$ cat config.mk
export PLATFORM = sky130hd
export DESIGN_NAME = mic_serial_tx
export DESIGN_NICKNAME = d
export VERILOG_FILES = /design/src/rtl/pkg_mic_serial.sv /design/src/rtl/mic_serial_queue.sv /design/src/rtl/mic_serial_tx.sv
export SDC_FILE = /design/constraint.sdc
export NUM_CORES = 1
export LEC_CHECK = 0
export BUFFER_PORTS_ARGS = -buffer_cell sky130_fd_sc_hd__clkbuf_2
export CAP_MARGIN = 20
export CORE_UTILIZATION = 45
export DETAILED_ROUTE_END_ITERATION = 12
export HOLD_SLACK_MARGIN = 0.1
export SLEW_MARGIN = 15
export SYNTH_ARGS = -nofsm -noshare
export SYNTH_HDL_FRONTEND = slang
export SYNTH_SLANG_ARGS = --single-unit
$ cat constraint.sdc
create_clock -name clk -period 2.7 [get_ports clk]
set_input_delay 0.27 -clock clk [delete_from_list [all_inputs] [get_ports clk]]
set_output_delay 0.27 -clock clk [all_outputs]
set_load 0.01 [all_outputs]
$ cat src/rtl/pkg_mic_serial.sv
// Shared state type and default parameters for the microphone LED serial transmitter.
package pkg_mic_serial;

    localparam int unsigned DefWordWidth   = 32;
    localparam int unsigned DefHalfPeriod  = 4;
    localparam int unsigned DefQueueDepth  = 4;
    localparam int unsigned DefLatchCycles = 8;

    typedef enum logic [1:0] {
        StIdle  = 2'd0,
        StShift = 2'd1,
        StLatch = 2'd2
    } mic_serial_state_t;

endpackage

$ cat src/rtl/mic_serial_queue.sv
// Single-clock FIFO holding words waiting to be shifted out; pop data is read combinationally.
module mic_serial_queue
    import pkg_mic_serial::*;
#(
    parameter int unsigned WIDTH = DefWordWidth,
    parameter int unsigned DEPTH = DefQueueDepth
) (
    input  logic                     clk,
    input  logic                     reset_n,
    input  logic                     push_valid,
    input  logic [WIDTH-1:0]         push_data,
    output logic                     push_ready,
    input  logic                     pop,
    output logic [WIDTH-1:0]         pop_data,
    output logic                     empty,
    output logic [$clog2(DEPTH):0]   level
);

    localparam int unsigned AddrW = $clog2(DEPTH);
    localparam logic [AddrW:0] LevelFull = (AddrW + 1)'(DEPTH);

    logic [WIDTH-1:0] mem_q [DEPTH];
    logic [AddrW-1:0] wr_ptr_q, wr_ptr_d;
    logic [AddrW-1:0] rd_ptr_q, rd_ptr_d;
    logic [AddrW:0]   level_q, level_d;
    logic             push_en, pop_en;

    // A full queue refuses pushes even when a pop frees a slot in the same cycle.
    assign push_ready = (level_q != LevelFull);
    assign empty      = (level_q == '0);
    assign push_en    = push_valid && push_ready;
    assign pop_en     = pop && !empty;
    assign pop_data   = mem_q[rd_ptr_q];
    assign level      = level_q;

    always_comb begin
        wr_ptr_d = wr_ptr_q;
        rd_ptr_d = rd_ptr_q;
        level_d  = level_q;
        if (push_en) begin
            wr_ptr_d = wr_ptr_q + AddrW'(1);
        end
        if (pop_en) begin
            rd_ptr_d = rd_ptr_q + AddrW'(1);
        end
        case ({push_en, pop_en})
            2'b10:   level_d = level_q + (AddrW + 1)'(1);
            2'b01:   level_d = level_q - (AddrW + 1)'(1);
            default: level_d = level_q;
        endcase
    end

    always_ff @(posedge clk or negedge reset_n) begin
        if (!reset_n) begin
            wr_ptr_q <= '0;
            rd_ptr_q <= '0;
            level_q  <= '0;
        end else begin
            wr_ptr_q <= wr_ptr_d;
            rd_ptr_q <= rd_ptr_d;
            level_q  <= level_d;
        end
    end

    always_ff @(posedge clk) begin
        if (push_en) begin
            mem_q[wr_ptr_q] <= push_data;
        end
    end

endmodule

$ cat src/rtl/mic_serial_tx.sv
// Queued MSB-first serial transmitter: data/clock pair plus an end-of-word latch strobe.
module mic_serial_tx
    import pkg_mic_serial::*;
#(
    parameter int unsigned WORD_WIDTH   = DefWordWidth,
    parameter int unsigned HALF_PERIOD  = DefHalfPeriod,
    parameter int unsigned QUEUE_DEPTH  = DefQueueDepth,
    parameter int unsigned LATCH_CYCLES = DefLatchCycles
) (
    input  logic                         clk,
    input  logic                         reset_n,
    input  logic                         word_valid,
    input  logic [WORD_WIDTH-1:0]        word_data,
    output logic                         word_ready,
    output logic                         overflow,
    output logic [$clog2(QUEUE_DEPTH):0] queue_level,
    output logic                         busy,
    output logic                         sdo,
    output logic                         sck,
    output logic                         latch
);

    localparam int unsigned BitW   = $clog2(WORD_WIDTH);
    localparam int unsigned PhaseW = $clog2(2 * HALF_PERIOD);
    localparam int unsigned LatchW = $clog2(LATCH_CYCLES + 1);

    localparam logic [BitW-1:0]   BitLast    = BitW'(WORD_WIDTH - 1);
    localparam logic [PhaseW-1:0] PhaseHigh  = PhaseW'(HALF_PERIOD);
    localparam logic [PhaseW-1:0] PhaseLast  = PhaseW'(2 * HALF_PERIOD - 1);
    localparam logic [LatchW-1:0] LatchFirst = LatchW'(LATCH_CYCLES - 1);

    mic_serial_state_t state_q, state_d;
    logic [WORD_WIDTH-1:0] shreg_q, shreg_d;
    logic [BitW-1:0]       bit_cnt_q, bit_cnt_d;
    logic [PhaseW-1:0]     phase_cnt_q, phase_cnt_d;
    logic [LatchW-1:0]     latch_cnt_q, latch_cnt_d;
    logic                  sdo_q, sdo_d;
    logic                  sck_q, sck_d;
    logic                  latch_q, latch_d;
    logic                  overflow_q, overflow_d;

    logic                  q_pop;
    logic [WORD_WIDTH-1:0] q_pop_data;
    logic                  q_empty;

    mic_serial_queue #(
        .WIDTH (WORD_WIDTH),
        .DEPTH (QUEUE_DEPTH)
    ) u_queue (
        .clk        (clk),
        .reset_n    (reset_n),
        .push_valid (word_valid),
        .push_data  (word_data),
        .push_ready (word_ready),
        .pop        (q_pop),
        .pop_data   (q_pop_data),
        .empty      (q_empty),
        .level      (queue_level)
    );

    always_comb begin
        state_d     = state_q;
        shreg_d     = shreg_q;
        bit_cnt_d   = bit_cnt_q;
        phase_cnt_d = phase_cnt_q;
        latch_cnt_d = latch_cnt_q;
        q_pop       = 1'b0;

        unique case (state_q)
            StIdle: begin
                if (!q_empty) begin
                    q_pop       = 1'b1;
                    shreg_d     = q_pop_data;
                    bit_cnt_d   = BitLast;
                    phase_cnt_d = '0;
                    state_d     = StShift;
                end
            end
            StShift: begin
                // Data advances only at the end of the high phase, i.e. on the sck falling edge.
                if (phase_cnt_q == PhaseLast) begin
                    if (bit_cnt_q == '0) begin
                        latch_cnt_d = LatchFirst;
                        state_d     = StLatch;
                    end else begin
                        shreg_d     = shreg_q << 1;
                        bit_cnt_d   = bit_cnt_q - BitW'(1);
                        phase_cnt_d = '0;
                    end
                end else begin
                    phase_cnt_d = phase_cnt_q + PhaseW'(1);
                end
            end
            StLatch: begin
                if (latch_cnt_q == '0) begin
                    state_d = StIdle;
                end else begin
                    latch_cnt_d = latch_cnt_q - LatchW'(1);
                end
            end
            default: state_d = StIdle;
        endcase

        // Outputs are derived from next-state values so the pins are flop outputs.
        sdo_d      = (state_d == StShift) && shreg_d[WORD_WIDTH-1];
        sck_d      = (state_d == StShift) && (phase_cnt_d >= PhaseHigh);
        latch_d    = (state_d == StLatch);
        overflow_d = word_valid && !word_ready;
    end

    always_ff @(posedge clk or negedge reset_n) begin
        if (!reset_n) begin
            state_q     <= StIdle;
            shreg_q     <= '0;
            bit_cnt_q   <= '0;
            phase_cnt_q <= '0;
            latch_cnt_q <= '0;
            sdo_q       <= 1'b0;
            sck_q       <= 1'b0;
            latch_q     <= 1'b0;
            overflow_q  <= 1'b0;
        end else begin
            state_q     <= state_d;
            shreg_q     <= shreg_d;
            bit_cnt_q   <= bit_cnt_d;
            phase_cnt_q <= phase_cnt_d;
            latch_cnt_q <= latch_cnt_d;
            sdo_q       <= sdo_d;
            sck_q       <= sck_d;
            latch_q     <= latch_d;
            overflow_q  <= overflow_d;
        end
    end

    assign sdo      = sdo_q;
    assign sck      = sck_q;
    assign latch    = latch_q;
    assign overflow = overflow_q;
    assign busy     = (state_q != StIdle) || (queue_level != '0);

endmodule

==> impl_metrics.csv <==
group,metric,value,unit
worst_setup_path,worstPathRequired,3.05,ns
global_routing,grt_max_degree,39,
route,drc_errors,0,
floorplanning,boundaryPins,44,
synthesis,synth-async-reset-ratio,0.308,
clocking,numClockSinks,185,
timing,fmax,0.430,GHz
floorplanning,dieHeight,130,um
pwr,vdd_ir_drop_max,550,uV
placement,finalWeightedCongestion,0.722,
synthesis,synth.area.top_cells,"edfxtp_1 (52%), dfrtp_1 (19%), mux4_2 (9.7%), a221o_1 (3.9%), and3_1 (2.9%)",
synthesis,post_synthesis_cells,407,
final_layout,antenna_cells_inserted,0,
pwr,p_switching,2.40,mW
final_layout,final_cell_area,0.00878,mm^2
timing,final.min_clock_period,2.33,ns
placement,preCtsSetupSlack,0.360,ns
final_layout,fillerInstances,1296,
route,drt_first_pass_iters,4,
worst_setup_path,cp.arrival,2.68,ns
timing,hold_viol_final,0,
timing,post-route-worst-setup-slack,0.373,ns
worst_setup_path,worst_setup_path_start_kind,"flip-flop",
floorplanning,core.rowCount,46,
synthesis,synth_edf_count,128,
final_layout,commonest_cells_after_routing_fill_and_taps_aside,"edfxtp_1 (128), dfrtp_1 (56), clkbuf_2 (43), and3_1 (34), dlygate4sd3_1 (34)",
job,timing.max_cap.violations,0,
worst_setup_path,cp-end-kind,"flip-flop",
timing,timing.clock.skew,0.00794,ns
clocking,worst_skew_pair.late_latency,0.43,ns
route,route.final.wire_length,13500,um
route,detail_route.iter0.violations,315,
pwr,share_of_total_power_in_the_clock_network,0.290,
outcome,status,"finished clean",
placement,placedInstanceArea,0.00785,mm^2
worst_setup_path,timing.reg2reg.worst_path_depth,9,
global_routing,grt.met2_usage,0.297,
clocking,clock-root-buffer,"clkbuf_16",
global_routing,groute.usage.overall,0.180,
final_layout,postLayoutCoreUtil,0.549,
timing,timing.slew.headroom,0.415,
timing,setup_viol,0,
synthesis,syn-mean-instance-area,18.2,um^2
synthesis,synth-seq-area-share,0.711,
route,detail-route-antenna-nets,0,
worst_setup_path,rrSetupSlack,0.37,ns
floorplanning,core_area,0.0160,mm^2
timing,fraction_of_the_cycle_the_final_worst_path_needs,0.862,
worst_setup_path,crit_type,"flip-flop to flip-flop",
worst_setup_path,critPathMaxFanout,7,
global_routing,first_global_vias,4143,
timing,fin_tns_setup,0,ns
global_routing,grt-ovfl-total,0,
route,route.detailed.wl_per_inst,18.9,um
pwr,design_power_total,8.47,mW
min_path,timing.hold.worst_path_depth,1,
clocking,htree_levels,4,
clocking,worst_setup_hold_path_clk_slew,0.06,ns
worst_setup_path,crit-reg2reg-capture,"u_queue.level[2]",
clocking,cts_inserted_buffers,17,
global_routing,grt_use_met1,0.235,
global_routing,wire_length_of_the_first_global_routing_pass,22100,um
placement,place.port_buffers,43,
clocking,post_cts.resized_instances,0,
floorplanning,die-width,130,um
route,drt-vias-per-instance,5.48,
clocking,cts.path.max_buffers,2,
global_routing,grt_antenna_before_repair,0,
global_routing,use_met3,0.0426,
timing,number_of_max_slew_violations_in_the_final_report,0,
timing,grt_setup_unrepaired,"false",
final_layout,area_delta_synth_final,18.5,%
final_layout,drive_above_1_share,0.259,
timing,worstMarginPinSlew,0.878,ns
worst_setup_path,reg2reg_from,"u_queue.level[1]",
pwr,p_leak,3.39,nW
synthesis,synth.top_cell.area_share,0.519,
synthesis,post_synthesis_net_count,453,
synthesis,post-synth-top-area-cell,"edfxtp_1",
final_layout,layout.cells.most_common,"edfxtp_1",
min_path,timing.hold.worst.class,"flip-flop to flip-flop",
route,vias,3936,
placement,dp_hpwl,7440,um
pwr,cell_internal_pwr,6.07,mW
clocking,cts_tree,"built",
pwr,power_frac_seq,0.482,
synthesis,yosys_most_used_dff,"edfxtp_1",
pwr,p_sw_frac,0.284,
floorplanning,dieArea,0.0170,mm^2
synthesis,yosys_register_bits,185,
pwr,comb_power_share,0.228,
final_layout,number_of_nets_at_the_end_of_the_flow,535,
synthesis,post_synth_instance_area,0.00741,mm^2
synthesis,ys.warnings.count,0,
global_routing,globalRoute.busiestLayer,"met2",
floorplanning,initial_util,0.463,
pwr,pwr_density_cell,965,mW/mm^2
synthesis,synth.lib_cells_used.distinct,50,
-- worst max-delay path by stage --
stage / from / end
6_report: u_queue.level[1] / u_queue.level[2]
2_1_floorplan: state_q[1] / u_queue.level[2]
3_3_place_gp: u_queue.level[1] / u_queue.level[2]
4_1_cts: u_queue.level[1] / u_queue.level[2]
5_1_grt: u_queue.level[0] / u_queue.level[2]
3_5_place_dp: u_queue.level[1] / u_queue.level[2]
-- registers in the layout, summed over array words and instances (netlist names), 2 cells and up, named ones only --
name              cells
state_q               2
u_queue.rd_ptr_q      2
latch_cnt_q           4
u_queue.wr_ptr_q      2
u_queue.level         3
shreg_q              32
u_queue.mem_q       128
bit_cnt_q             5
-- stage by stage --
step	hold WS [ns]	std cells
6_report	0.485	718
5_1_grt	0.500	718
4_1_cts	0.485	718
3_5_place_dp	0.440	652
3_3_place_gp	0.434	652
2_1_floorplan	-0.0256	407
-- cell type report --
class                           count  area (um^2)  area share
Timing Repair Buffer               91          673      0.0767
Clock buffer                       18          429      0.0489
Tap cell                          216          270      0.0308
Clock inverter                     14          160      0.0182
Multi-Input combinational cell    180         1920       0.219
Sequential cell                   185         5270       0.600
Inverter                           14         52.6     0.00599
-- metal layers --
| metal | vias to the layer above | wire, um | share of wire |
|---|---|---|---|
| li1 | 1809 | - | - |
| met1 | 2053 | 6080 | 0.45 |
| met2 | 70 | 6880 | 0.51 |
| met3 | 4 | 504 | 0.037 |
| met4 | 0 | 69 | 0.0051 |
| met5 | - | 0 | 0 |
-- synth_stat cells (2+ instances only) --
cell / count
nand2b_1: 2
dfrtp_1: 57
mux2i_1: 3
inv_1: 14
nand4_1: 3
ha_1: 10
xnor2_1: 3
a221o_1: 29
buf_6: 7
a32o_1: 2
xor2_1: 3
o211ai_1: 2
nor2b_1: 2
nand3_1: 6
mux4_2: 32
a31oi_1: 3
and2_1: 3
nor2_1: 5
and3_1: 34
a21oi_1: 4
o21a_1: 2
clkbuf_1: 12
o21ai_0: 6
buf_2: 9
edfxtp_1: 128
or4b_1: 2
-- repair_timing --
item / CTS / global route
hold buffers: 34 / 0
endpoints found under the hold margin: 162 / 0
buffers inserted: 0 / 0
-- power groups by stage --
stage | combinational [mW] | sequential, mW | clock (mW)
final | 1.93 | 4.08 | 2.46
after floorplan | 1.45 | 4.06 | 0
after global placement | 1.93 | 4.10 | 0
after global routing | 2.14 | 4.14 | 2.63
after CTS | 2.00 | 4.08 | 2.52
after detailed placement | 1.96 | 4.13 | 0
-- critical path: stages, from the launching register on --
cell and delay (ns):
dfrtp_1 0.43, or3b_1 0.49, and2_1 0.24, inv_1 0.07, ha_1 0.17, inv_1 0.06
fa_1 0.38, xor2_1 0.15, nor2_1 0.11, xor2_1 0.15
-- logic make-up after synthesis --
family | after synthesis | synth area share
adders and majority gates | 11 | 0.0196
buffers and inverters | 42 | 0.0299
AOI/OAI and AO/OA | 56 | 0.0665
xor gates and xnor gates | 6 | 0.00709
DFF | 185 | 0.711
and+or+nand+nor | 71 | 0.0630
muxes | 36 | 0.103
Note: power is estimated with default switching activity, not from simulation.
